### src/rtl/spectrum_peak_analyzer.sv
// spectrum_peak_analyzer
//   Scans the FFT magnitude RAM from bin BIN_LO-1 to BIN_HI+1. The two outer
//   bins are guard samples that are never reported as peaks. A bin is a peak
//   when it is a local maximum above a runtime threshold. The NUM_PEAKS
//   largest peaks are kept in a table sorted by magnitude, and the spectrum is
//   classified as CW, AM or FM from the total peak count.
//
//   Optional feature macro: SPA_ENERGY_EN
//     defined   -> energy = sum of rd_data over bins BIN_LO..BIN_HI
//     undefined -> energy tied to 0, no accumulator
//
// Ports
//   clk, rst_n   clock, asynchronous active-low reset
//   start        single-cycle scan request (honoured only while idle)
//   thresh       minimum peak magnitude (strictly exceeded)
//   rd_addr      RAM read address; holds its last value while idle
//   rd_data      RAM read data, one-cycle latency
//   busy         scan in progress
//   done         one-cycle pulse; results valid and stable until next start
//   peak_bin     NUM_PEAKS bins, slot 0 (largest) in the LSBs
//   peak_mag     matching magnitudes
//   peak_cnt     total peaks detected, saturating
//   spacing      |bin(slot1) - bin(slot0)|, 0 with fewer than two peaks
//   mod_type     000 none, 001 CW, 010 AM, 100 FM
//   energy       sum of scanned magnitudes (see macro above)
module spectrum_peak_analyzer #(
  parameter int DATA_W    = 16,
  parameter int ADDR_W    = 8,
  parameter int NUM_PEAKS = 4,
  parameter int BIN_LO    = 1,
  parameter int BIN_HI    = 127
) (
  input  logic                          clk,
  input  logic                          rst_n,
  input  logic                          start,
  input  logic [DATA_W-1:0]             thresh,
  output logic [ADDR_W-1:0]             rd_addr,
  input  logic [DATA_W-1:0]             rd_data,
  output logic                          busy,
  output logic                          done,
  output logic [NUM_PEAKS*ADDR_W-1:0]   peak_bin,
  output logic [NUM_PEAKS*DATA_W-1:0]   peak_mag,
  output logic [ADDR_W-1:0]             peak_cnt,
  output logic [ADDR_W-1:0]             spacing,
  output logic [2:0]                    mod_type,
  output logic [DATA_W+ADDR_W-1:0]      energy
);

  localparam int E_W = DATA_W + ADDR_W;

  localparam logic [ADDR_W-1:0] FIRST_ADDR = ADDR_W'(BIN_LO - 1);
  localparam logic [ADDR_W-1:0] LAST_ADDR  = ADDR_W'(BIN_HI + 1);
  // The first full window has bin BIN_LO as its centre, so its "next"
  // sample comes from bin BIN_LO+1.
  localparam logic [ADDR_W-1:0] WIN_FIRST  = ADDR_W'(BIN_LO + 1);

  typedef enum logic [2:0] {
    S_IDLE,
    S_READ,
    S_FLUSH,
    S_CLASSIFY,
    S_DONE
  } state_t;

  state_t state_q, state_d;

  // Scan pipeline
  logic [ADDR_W-1:0] rd_addr_q;
  logic              data_vld_q;   // rd_data holds a scanned sample this cycle
  logic [ADDR_W-1:0] data_bin_q;   // bin that rd_data belongs to
  logic [DATA_W-1:0] prev_q, cur_q;

  // Registered peak candidate, inserted one cycle after detection
  logic              cand_vld_q;
  logic [ADDR_W-1:0] cand_bin_q;
  logic [DATA_W-1:0] cand_mag_q;

  // Sorted peak table, slot 0 = largest
  logic [ADDR_W-1:0]    pk_bin_q [NUM_PEAKS];
  logic [DATA_W-1:0]    pk_mag_q [NUM_PEAKS];
  logic [NUM_PEAKS-1:0] pk_vld_q;

  logic [ADDR_W-1:0]    ins_bin [NUM_PEAKS];
  logic [DATA_W-1:0]    ins_mag [NUM_PEAKS];
  logic [NUM_PEAKS-1:0] ins_vld;
  logic [NUM_PEAKS-1:0] beats;

  logic [ADDR_W-1:0] peak_cnt_q;
  logic [ADDR_W-1:0] spacing_q;
  logic [ADDR_W-1:0] spacing_d;
  logic [2:0]        mod_type_q;
  logic [2:0]        mod_type_d;
  logic              done_q;

  logic              win_peak;
  logic [ADDR_W-1:0] cur_bin;
  logic              accept;

  // ---------------------------------------------------------------- FSM
  // NOTE: state is written with <= so every register updates from the same
  // pre-edge values; a blocking = here would create simulation races.
  always_ff @(posedge clk or negedge rst_n) begin
    if (!rst_n) state_q <= S_IDLE;
    else        state_q <= state_d;
  end

  // NOTE: state_d gets a default before the case so no path leaves it
  // unassigned, which would otherwise infer a latch.
  always_comb begin
    state_d = state_q;
    unique case (state_q)
      S_IDLE:     if (start) state_d = S_READ;
      S_READ:     if (rd_addr_q == LAST_ADDR) state_d = S_FLUSH;
      S_FLUSH:    state_d = S_CLASSIFY;
      S_CLASSIFY: state_d = S_DONE;
      S_DONE:     state_d = S_IDLE;
      default:    state_d = S_IDLE;
    endcase
  end

  assign accept = (state_q == S_IDLE) && start;

  // -------------------------------------------------------- peak detection
  // cur is a peak when it beats thresh and prev strictly, and is not beaten
  // by next. The strict/non-strict pair reports only the first bin of a flat
  // top.
  assign cur_bin  = data_bin_q - ADDR_W'(1);
  assign win_peak = data_vld_q && (data_bin_q >= WIN_FIRST) &&
                    (cur_q > thresh) && (cur_q > prev_q) && (cur_q >= rd_data);

  // ------------------------------------------------------- sorted insertion
  // beats[i]: the candidate belongs at or above slot i. Because the table is
  // sorted and empty slots sit at the bottom, beats is a thermometer code;
  // the lowest-index set bit is the insertion slot. A strict compare keeps an
  // earlier equal-magnitude peak in the higher slot.
  always_comb begin
    for (int i = 0; i < NUM_PEAKS; i++) begin
      beats[i]   = !pk_vld_q[i] || (cand_mag_q > pk_mag_q[i]);
      ins_bin[i] = pk_bin_q[i];
      ins_mag[i] = pk_mag_q[i];
      ins_vld[i] = pk_vld_q[i];
    end
    if (beats[0]) begin
      ins_bin[0] = cand_bin_q;
      ins_mag[0] = cand_mag_q;
      ins_vld[0] = 1'b1;
    end
    for (int i = 1; i < NUM_PEAKS; i++) begin
      if (beats[i] && beats[i-1]) begin
        ins_bin[i] = pk_bin_q[i-1];
        ins_mag[i] = pk_mag_q[i-1];
        ins_vld[i] = pk_vld_q[i-1];
      end else if (beats[i]) begin
        ins_bin[i] = cand_bin_q;
        ins_mag[i] = cand_mag_q;
        ins_vld[i] = 1'b1;
      end
    end
  end

  // ---------------------------------------------------------- classification
  always_comb begin
    mod_type_d = 3'b000;
    if (peak_cnt_q == ADDR_W'(1))      mod_type_d = 3'b001;
    else if (peak_cnt_q == ADDR_W'(2) ||
             peak_cnt_q == ADDR_W'(3)) mod_type_d = 3'b010;
    else if (peak_cnt_q != '0)         mod_type_d = 3'b100;
  end

  generate
    if (NUM_PEAKS >= 2) begin : g_spacing
      always_comb begin
        spacing_d = '0;
        if (pk_vld_q[1])
          spacing_d = (pk_bin_q[1] > pk_bin_q[0]) ? pk_bin_q[1] - pk_bin_q[0]
                                                  : pk_bin_q[0] - pk_bin_q[1];
      end
    end else begin : g_no_spacing
      assign spacing_d = '0;
    end
  endgenerate

  // --------------------------------------------------------------- datapath
  // NOTE: the peak table is a handful of flops, not a RAM, so it is reset
  // like any other state; the unused-slot-reads-zero rule relies on it.
  always_ff @(posedge clk or negedge rst_n) begin
    if (!rst_n) begin
      rd_addr_q  <= '0;
      data_vld_q <= 1'b0;
      data_bin_q <= '0;
      prev_q     <= '0;
      cur_q      <= '0;
      cand_vld_q <= 1'b0;
      cand_bin_q <= '0;
      cand_mag_q <= '0;
      pk_vld_q   <= '0;
      for (int i = 0; i < NUM_PEAKS; i++) begin
        pk_bin_q[i] <= '0;
        pk_mag_q[i] <= '0;
      end
      peak_cnt_q <= '0;
      spacing_q  <= '0;
      mod_type_q <= '0;
      done_q     <= 1'b0;
    end else begin
      data_vld_q <= (state_q == S_READ);
      data_bin_q <= rd_addr_q;
      done_q     <= (state_q == S_DONE);
      if (data_vld_q) begin
        prev_q <= cur_q;
        cur_q  <= rd_data;
      end
      cand_bin_q <= cur_bin;
      cand_mag_q <= cur_q;

      if (accept) begin
        rd_addr_q  <= FIRST_ADDR;
        cand_vld_q <= 1'b0;
        pk_vld_q   <= '0;
        for (int i = 0; i < NUM_PEAKS; i++) begin
          pk_bin_q[i] <= '0;
          pk_mag_q[i] <= '0;
        end
        peak_cnt_q <= '0;
        spacing_q  <= '0;
        mod_type_q <= '0;
      end else begin
        cand_vld_q <= win_peak;
        if (state_q == S_READ && rd_addr_q != LAST_ADDR)
          rd_addr_q <= rd_addr_q + ADDR_W'(1);
        if (cand_vld_q) begin
          pk_vld_q <= ins_vld;
          for (int i = 0; i < NUM_PEAKS; i++) begin
            pk_bin_q[i] <= ins_bin[i];
            pk_mag_q[i] <= ins_mag[i];
          end
          if (peak_cnt_q != '1) peak_cnt_q <= peak_cnt_q + ADDR_W'(1);
        end
        if (state_q == S_DONE) begin
          mod_type_q <= mod_type_d;
          spacing_q  <= spacing_d;
        end
      end
    end
  end

  // ------------------------------------------------------------------ energy
`ifdef SPA_ENERGY_EN
  logic [E_W-1:0] energy_q;

  always_ff @(posedge clk or negedge rst_n) begin
    if (!rst_n) begin
      energy_q <= '0;
    end else if (accept) begin
      energy_q <= '0;
    end else if (data_vld_q && data_bin_q >= ADDR_W'(BIN_LO) &&
                 data_bin_q <= ADDR_W'(BIN_HI)) begin
      energy_q <= energy_q + E_W'(rd_data);
    end
  end

  assign energy = energy_q;
`else
  assign energy = '0;
`endif

  // ----------------------------------------------------------------- outputs
  always_comb begin
    for (int i = 0; i < NUM_PEAKS; i++) begin
      peak_bin[i*ADDR_W +: ADDR_W] = pk_bin_q[i];
      peak_mag[i*DATA_W +: DATA_W] = pk_mag_q[i];
    end
  end

  assign rd_addr  = rd_addr_q;
  assign busy     = (state_q != S_IDLE);
  assign done     = done_q;
  assign peak_cnt = peak_cnt_q;
  assign spacing  = spacing_q;
  assign mod_type = mod_type_q;

endmodule

### config.mk
export PLATFORM = sky130hd
export DESIGN_NAME = spectrum_peak_analyzer
export DESIGN_NICKNAME = d
export VERILOG_FILES = /design/src/rtl/spectrum_peak_analyzer.sv
export SDC_FILE = /design/constraint.sdc
export NUM_CORES = 1
export LEC_CHECK = 0
export CAP_MARGIN = 20
export CORE_MARGIN = 2
export CORE_UTILIZATION = 55
export DETAILED_ROUTE_END_ITERATION = 12
export HOLD_SLACK_MARGIN = 0.15
export PLACE_DENSITY = 0.89
export SLEW_MARGIN = 15
export SYNTH_ARGS = -nofsm -noshare
export SYNTH_HDL_FRONTEND = slang
export SYNTH_SLANG_ARGS = --single-unit
### constraint.sdc
create_clock -name clk -period 3.2 [get_ports clk]
set_clock_uncertainty 0.05 [all_clocks]
set_input_delay 0.32 -clock clk [delete_from_list [all_inputs] [get_ports clk]]
set_output_delay 0.32 -clock clk [all_outputs]
set_load 0.03 [all_outputs]
==> impl_metrics.tcl <==
set metrics [dict create \
    synthAdderAreaFrac 0.148 \
    final_cell_mix "dfrtp_1, nand2_1, clkdlybuf4s50_1, inv_1, ha_1" \
    syn-instance-count 1223 \
    area_delta_synth_final_pct 21.3 \
    start_util 0.557 \
    cts.sinks 197 \
    firstDrtPassIters 6 \
    grt_pass1_wl_um 49100 \
    status "completed" \
    synth-edff-count 0 \
    multi_input_area_um2 5940 \
    synth_cell_types 58 \
    drt_iter0_drc 716 \
    clk_pin_slew_worst_paths_ns 0.07 \
    wl_per_cell_um 18.1 \
    max_freq_mhz 340 \
    hold_viol_final 0 \
    slew_violations 0 \
    h-tree-depth 4 \
    placed_cells 1647 \
    cts_buffers 17 \
    p_leak_nw 6.50 \
    ioPinCount 184 \
    cp-start-kind "register" \
    period_share 0.918 \
    slew_headroom 0.472 \
    synthMuxAreaShare 0.0865 \
    power.share.clock 0.178 \
    clock_latency_ns 0.44 \
    die-area_um2 22400 \
    yosysTopAreaCell "dfrtp_1" \
    antenna_found_initial 0 \
    num_vias 9744 \
    path_class "register to register" \
    drc 0 \
    ir_drop_mv 0.438 \
    critPathArrivalTime_ns 3.22 \
    end_kind "register" \
    seq_area_um2 4930 \
    cts_setup_buffers 0 \
    power.share.sequential 0.347 \
    cts.hold.buffers_added 1 \
    cts_max_path_buffers 2 \
    via_per_inst 5.80 \
    synth.avg_cell_area_um2 9.55 \
    postRouteAntennaNets 0 \
    combPwrFrac 0.476 \
    synthesis.area_um2 11700 \
    synth_top_family_by_area "adder cells" \
    cp_max_fo 15 \
    synth.area.top_cells "dfrtp_1, ha_1, mux2i_1" \
    fp.dieH_um 150 \
    place.gp.congestion 0.952 \
    synthArstFlopShare 1.00 \
    hold_class "register to register" \
    synth_seq_cells 197 \
    synth-compound-area-share 0.113 \
    grt_setup_unrepaired "false" \
    io_buffer_count 159 \
    fp.dieW_um 150 \
    totalWireLength_um 30400 \
    n_antenna_cell 0 \
    tns_ns 0 \
    worst_slew_pin_slew_ns 0.772 \
    num-nets-final 1565 \
    cts_tree "yes" \
    final-instance-count-excl-fill 1680 \
    seq_area_frac_synth 0.422 \
    rows 53 \
    mostFrequentLayoutCell "dfrtp_1" \
    setup_viol 0 \
    power.internal_mw 6.39 \
    synth_xor_area_frac 0.0202 \
    switching_power_mw 4.99 \
    final_layout_size_suffix_gt1_frac 0.0641 \
    powerDensity_nw_per_um2 803 \
    fp.coreArea_um2 21000 \
    swShare 0.439 \
    grt.total_usage 0.278 \
    synthFlopType "dfrtp_1" \
    grt_max_degree 97 \
    synth-simple-area-share 0.132 \
    cts_root_buf "clkbuf_16" \
    crit_required_ns 3.48 \
    synth.top_cell.area_share 0.422 \
    post_cts_resized 0 \
    fin_crit_ns 2.94 \
    fillers 1567 \
    grt-ovfl-total 0 \
    max_cap_viol_count 0 \
    grt_pass1_vias 9779 \
    dp_hpwl_um 22400 \
    ys.warnings.count 0 \
]
## layer usage
metal / share of wire / track usage
met1: 0.42 / 0.358
met2: 0.48 / 0.460
met3: 0.061 / 0.0430
met4: 0.041 / 0.133
met5: 0 / 0
## flip-flops by register name (all words and copies together), names as in the netlist
signal      flops
prev_q         16
pk_vld_q        4
peak_cnt        8
data_bin_q      8
data_vld_q      1
rd_addr         8
cur_q          16
done            1
mod_type        3
cand_vld_q      1
peak_bin       32
state_q         3
cand_mag_q     16
peak_mag       64
spacing         8
cand_bin_q      8
## Yosys cell counts, types with 15 or more instances
cell type  count
a21oi_1       49
nand2_1      159
mux2_2        16
buf_4         29
nand4_1       16
inv_1        141
dfrtp_1      197
nand3_1       47
o21ai_0       40
o21ai_1       54
ha_1         135
mux2i_1       83
o311ai_1      24
xor2_1        15
clkbuf_1      19
nor2_1        66
## final cells by class
class,instances,share of cell area
clock buffers,17,0.0300
clock inverters,14,0.00839
inverters,141,0.0373
multi-input cells,843,0.419
flip-flops and latches,197,0.348
well taps,275,0.0243
repair buffers,193,0.133
## worst max-delay path: stages, from the launching register on
cell      delay [ns]
dfrtp_1         0.52
ha_1            0.40
and2_1          0.16
nand4_1         0.15
or4_1           0.52
a31oi_2         0.51
buf_4           0.31
nand2_1         0.09
o311ai_1        0.10
## metrics by stage
stage               total power [mW]   util  cell area [um2]  worst slack, ns  hold slack [ns]
floorplan                       7.36      -            11800            0.724          -0.0256
CTS                             11.3  0.676            14200            0.234            0.371
global placement                8.88  0.649            13600            0.443            0.329
global route                    12.2  0.676            14200            0.171            0.407
finish                          11.4  0.676            14200            0.262            0.368
detailed placement              9.20  0.649            13600            0.274            0.348
## power groups by stage
stage	Combinational (mW)	Sequential, mW	Clock (mW)
global placement	4.98	3.90	0
detailed placement	5.26	3.94	0
floorplan	3.37	3.99	0
global route	6.02	4.01	2.14
finish	5.41	3.94	2.02
CTS	5.35	3.91	2.04
## final timing paths
kind / from / to / slack (ns) / cells past startpoint
worst max-delay path: cand_mag_q[3] / peak_bin[9] / 0.26 / 8
worst min-delay path: cur_q[0] / cand_mag_q[0] / 0.37 / 0
worst max register to register: cand_mag_q[3] / peak_bin[9] / 0.26 / 8
worst min register to register: cur_q[0] / cand_mag_q[0] / 0.37 / 0
max in group asynchronous: rst_n / cand_mag_q[13] / 1.77 / 3
min in group asynchronous: rst_n / spacing[1] / 0.46 / 2
## cells by family after synthesis
family	Yosys count
and+or+nand+nor	342
xor gates and xnor gates	27
buffers and inverters	206
AOI/OAI and AO/OA	214
muxes	99
other	1
adders and majority gates	137
DFF	197
Power figures use the tool's default switching activity.
==> RTL change 1 (config.mk and constraints unchanged) <==
Set the parameter `NUM_PEAKS` to 8 (it was 4).
--- a/src/rtl/spectrum_peak_analyzer.sv
+++ b/src/rtl/spectrum_peak_analyzer.sv
@@ -26,7 +26,7 @@
 module spectrum_peak_analyzer #(
   parameter int DATA_W    = 16,
   parameter int ADDR_W    = 8,
-  parameter int NUM_PEAKS = 4,
+  parameter int NUM_PEAKS = 8,
   parameter int BIN_LO    = 1,
   parameter int BIN_HI    = 127
 ) (
Interface: changed (resized peak_bin and peak_mag); port bits go from 184 to 280. The function was not compared with the original's and may differ.
==> RTL change 1 against the original RTL <==
  * Total power grew 55%
  * Setup slack got worse by 0.13 ns
  * Sequential cell count rose by 100
  * Synthesized cell count grew 53%
  * Routed wire length increased by 74%
  * Sequential power is 40% higher
  * Design area increased by 58%
  * Area after synthesis rose by 54%
  * First-iteration DRC count rose by 100%
==> RTL change 1: results (changes against the original RTL) <==
| Metric | Value |
|---|---|
| Synth area leaders | `dfrtp_1 (41%), ha_1 (14%), mux2i_1 (9.8%)` |
| Worst Hold Slack | `0.369 ns (+0.00112 ns)` |
| Register area share after synthesis | `0.414 (-0.00813)` |
| Routed length per instance | `20.3 um (+12%)` |
| Slew @ Worst Pin | `0.972 ns (+0.199 ns)` |
| Crit path max fanout | `25 (+10)` |
| Vias | `15.4k (+58%)` |
| Reg-to-reg setup timing slack | `0.14 ns (-0.13 ns)` |
| Htree depth | `2 (-2)` |
| Nonclk buf count | `312 (+62%)` |
| Synth top cells by count | `dfrtp_1 (297), nand2_1 (239), inv_1 (205)` |
| Fillers | `2279 (+45%)` |
| Area of the multi-input gates | `9330 um^2 (+57%)` |
| Inverter count | `205 (+45%)` |
| RR Startpoint | `cand_mag_q[13]$_DFF_PN0_` |
| IO buf count | `255 (+60%)` |
| GRT met1 Usage | `0.401 (+0.0433)` |
| Reg2reg path depth | `10 (+2)` |
| DR iter-0 viols | `1467 (+100%)` |
| Min-Delay Path Class | `in2async` |
| Metal-1 WL | `21300 um (+68%)` |
| Flip-flop and latch count | `297 (+51%)` |
| First-pass GRT wire length | `83600 um (+70%)` |
| Largest net degree at the start of global routing | `102 (+5.2%)` |
| Distinct cell type count after synthesis | `64 (+10%)` |
| Metal2 WL | `24600 um (+69%)` |
| Vias in the first global route | `15.7k (+60%)` |
| DP HPWL | `38400 um (+71%)` |
| Post-CTS Resized | `1 (+1)` |
| Grt met2 use | `0.506 (+0.0468)` |
| Crit path DAT | `3.43 ns (+0.21 ns)` |
| Layout cell share with drive strength beyond 1 | `0.0764 (+0.0123)` |
| R2R Path End | `peak_mag[110]$_DFFE_PN0P_` |
| Pleak | `9.90 nW (+52%)` |
| Post-DP Area | `21100 um^2 (+55%)` |
| Gpl congestion | `0.884 (-7.1%)` |
| Clkbuf count | `52 (+35)` |
| Final net count | `2371 (+52%)` |
| Outcome | `finished, final reports clean` |
| Final non-clock buffer share | `0.139 (+0.00589)` |
| CTS buffer count | `34 (+17)` |
| Peak VDD IR | `0.000631 V (+44%)` |
| Met3 GRT Util | `0.0771 (+0.0341)` |
| GRT Total Usage | `0.311 (+0.0331)` |
| Multi-input gates | `1285 (+52%)` |
| WL met3 | `5100 um (+170%)` |
==> RTL change 1: per-stage QoR <==
step / cells / util / TNS, ns
6_report: 2602 / 0.692 / 0
5_1_grt: 2602 / 0.692 / -0.0519
4_1_cts: 2599 / 0.691 / 0
3_5_place_dp: 2537 / 0.652 / 0
3_3_place_gp: 2537 / 0.652 / 0
2_1_floorplan: 1900 / - / 0
==> RTL change 1: how the worst max path moves through the flow <==
stage / startpoint / endpoint / slack [ns] / cells after the start
2_1_floorplan: peak_bin[0]$_DFFE_PN0P_ / spacing[7]$_DFFE_PN0P_ / 0.34 / 11
3_3_place_gp: cand_mag_q[15]$_DFF_PN0_ / pk_vld_q[4]$_DFFE_PN0P_ / 0.20 / 9
5_1_grt: cand_mag_q[11]$_DFF_PN0_ / peak_mag[50]$_DFFE_PN0P_ / -0.02 / 10
4_1_cts: cand_mag_q[15]$_DFF_PN0_ / peak_mag[74]$_DFFE_PN0P_ / 0.009 / 8
3_5_place_dp: cand_mag_q[13]$_DFF_PN0_ / peak_mag[91]$_DFFE_PN0P_ / 0.03 / 9
6_report: cand_mag_q[13]$_DFF_PN0_ / peak_mag[110]$_DFFE_PN0P_ / 0.14 / 10
==> RTL change 1: report_power, final <==
part	internal [mW]	switching [mW]	total [mW]
Sequential	4.38	1.13	5.51
Combinational	3.39	4.55	7.94
Clock	2.63	1.57	4.20
==> RTL change 1: kinds of logic (layout without fill, tap and decap cells) <==
kind of cell,after synthesis,after routing,share of synthesized area
AND/OR/NAND/NOR,428,428,0.109
AO/OA/AOI/OAI,413,414,0.139
multiplexers,193,193,0.109
buffers and inverters,319,578,0.0759
other,1,24,0.000209
XOR/XNOR,25,25,0.0122
adder cells (fa/ha/maj),201,201,0.141
flip-flops,297,297,0.414
==> RTL change 2 (config.mk and constraints unchanged) <==
Without the edit above. Add an input register stage for `thresh`, cleared by the reset; this delays it by one clock. The other inputs are not delayed to match.
--- a/src/rtl/spectrum_peak_analyzer.sv
+++ b/src/rtl/spectrum_peak_analyzer.sv
@@ -62,6 +62,16 @@
     S_DONE
   } state_t;
 
+  logic [DATA_W-1:0] thresh_q;
+
+  always_ff @(posedge clk or negedge rst_n) begin
+    if (!rst_n) begin
+      thresh_q <= '0;
+    end else begin
+      thresh_q <= thresh;
+    end
+  end
+
   state_t state_q, state_d;
 
   // Scan pipeline
@@ -126,7 +136,7 @@
   // top.
   assign cur_bin  = data_bin_q - ADDR_W'(1);
   assign win_peak = data_vld_q && (data_bin_q >= WIN_FIRST) &&
-                    (cur_q > thresh) && (cur_q > prev_q) && (cur_q >= rd_data);
+                    (cur_q > thresh_q) && (cur_q > prev_q) && (cur_q >= rd_data);
 
   // ------------------------------------------------------- sorted insertion
   // beats[i]: the candidate belongs at or above slot i. Because the table is
Formal check against the unedited RTL: not equivalent (a bounded check fails within 10 cycles, from zero or initial values and one cycle with rst_n low).
==> RTL change 2 against the original RTL <==
  * Total power increased by 6.1%
  * Design area increased by 12%
  * Routed wire length increased by 15%
  * Sequential cell count increased by 16
  * Area after synthesis increased by 13%
  * Combinational power decreased by 3%
  * Clock power increased by 37%
  * Setup slack got worse by 0.063 ns
==> RTL change 2: results (changes against the original RTL) <==
| Metric | Value |
|---|---|
| R2R Path End | `peak_mag[40]$_DFFE_PN0P_` |
| Setup bufs post-CTS | `0 (unchanged)` |
| Post-CTS Resized | `0 (unchanged)` |
| Register area share after synthesis | `0.405 (-0.0166)` |
| Placed cells | `1782 (+8.2%)` |
| DR iter-0 viols | `806 (+13%)` |
| Avg Cell Area, Syn | `9.81 um^2 (+2.7%)` |
| Hold buffers post-CTS | `1 (unchanged)` |
| Yosys warnings | `0 (unchanged)` |
| Final net count | `1665 (+6.4%)` |
| IO buf count | `159 (unchanged)` |
| Final WL | `35000 um (+15%)` |
| Register area | `5330 um^2 (+8.1%)` |
| Vias in the first global route | `10.8k (+11%)` |
| CP peak stage delay | `0.69 ns (+0.17 ns)` |
| Pre-antenna DRT Iters | `6 (unchanged)` |
| Clk pwr | `2.77 mW (+37%)` |
| Combinational power | `5.24 mW (-3%)` |
| Largest net degree at the start of global routing | `91 (-6.2%)` |
| Pleak | `7.00 nW (+7.6%)` |
| Synth area leaders | `dfrtp_1 (41%), ha_1 (13%), a2111oi_2 (4.5%)` |
| Final worst slack | `0.199 ns (-0.0635 ns)` |
| Routed length per instance | `19.1 um (+5.7%)` |
| WS Path Type | `reg2reg` |
| Slowest CP cell | `a31oi_4` |
| Synth top cells by count | `dfrtp_1 (213), inv_1 (140), ha_1 (135)` |
| Gpl congestion | `0.975 (+2.4%)` |
| DP HPWL | `25500 um (+14%)` |
| Total power draw | `12.1 mW (+6.1%)` |
| CTS buffer count | `24 (+7)` |
| CP top delay family | `compound AO/OA/AOI/OAI gates` |
| Reg2reg path depth | `7 (-1)` |
| Distinct cell type count after synthesis | `65 (+12%)` |
| Peak VDD IR | `0.000434 V (-0.92%)` |
| First-pass GRT wire length | `56800 um (+16%)` |
| Crit path max fanout | `24 (+9)` |
| Synth Flop Type | `dfrtp_1` |
| Initial antenna violation count | `0 (unchanged)` |
| GRT Total Usage | `0.283 (+0.00529)` |
| Origin of the worst setup path | `cand_mag_q[13]$_DFF_PN0_` |
| Outcome | `finished, final reports clean` |
| Min-Delay Path Class | `in2reg` |
| DR vias/cell | `6.01 (+3.7%)` |
| Fillers | `1706 (+8.9%)` |
| P_int | `7.16 mW (+12%)` |
| Die W | `159 um (+5.9%)` |
| Crit path DAT | `3.41 ns (+0.19 ns)` |
| Fmax | `333 MHz (-2.1%)` |
| Clk_lat worst skew | `0.53 ns (+0.09 ns)` |
| Post-DP Area | `15000 um^2 (+10%)` |
| Reg clk slew, reported paths | `about 0.060 ns` |
| Htree depth | `1 (-3)` |
| Slew @ Worst Pin | `0.969 ns (+0.197 ns)` |
| Clock Tree Buf Depth | `3 (+1)` |
| Clock Root Buffer | `clkbuf_16` |
| Worst slack, placed | `0.235 ns (-0.0389 ns)` |
| Layout cell share with drive strength beyond 1 | `0.0987 (+0.0346)` |
RTL change 2: worst reg2reg max path, stage by stage (launching register included):
cell	delay [ns]
dfrtp_1	0.49
ha_1	0.35
a21o_1	0.17
a21oi_1	0.17
nor2b_1	0.11
a2111o_2	0.63
a31oi_4	0.70
a221o_1	0.29
RTL change 2: cell families (layout without fill, tap and decap cells):
group | Yosys count | in the layout | synth area share
AO/OA/AOI/OAI | 303 | 303 | 0.191
adder cells (fa/ha/maj) | 137 | 137 | 0.132
AND/OR/NAND/NOR | 370 | 370 | 0.131
multiplexers | 50 | 50 | 0.0401
flip-flops | 213 | 213 | 0.405
other | 1 | 24 | 0.000285
XOR/XNOR | 27 | 27 | 0.0180
buffers and inverters | 239 | 386 | 0.0826
RTL change 2: layout make-up:
cell class                      count  area share
Inverter                          140      0.0332
Clock buffer                       34      0.0428
Sequential cell                   213       0.336
Tap cell                          319      0.0252
Clock inverter                      9     0.00782
Timing Repair Buffer              203       0.124
Multi-Input combinational cell    911       0.431
RTL change 2: worst min path at each step:
stage,from,to,slack (ns),cells past startpoint
6_report,thresh[12],thresh_q[12]$_DFF_PN0_,0.18,1
3_5_place_dp,rst_n,rd_addr[3]$_DFFE_PN0P_,0.34,1
5_1_grt,thresh[12],thresh_q[12]$_DFF_PN0_,0.16,1
2_1_floorplan,rst_n,cand_bin_q[0]$_DFF_PN0_,-0.03,0
4_1_cts,thresh[4],thresh_q[4]$_DFF_PN0_,0.16,1
3_3_place_gp,rst_n,rd_addr[5]$_DFFE_PN0P_,0.33,1
RTL change 2: per-layer routing:
layer,global-route usage,wire (um)
met5,0,0
met4,0.0858,1060
met3,0.0416,2600
met2,0.469,16900
met1,0.385,14400
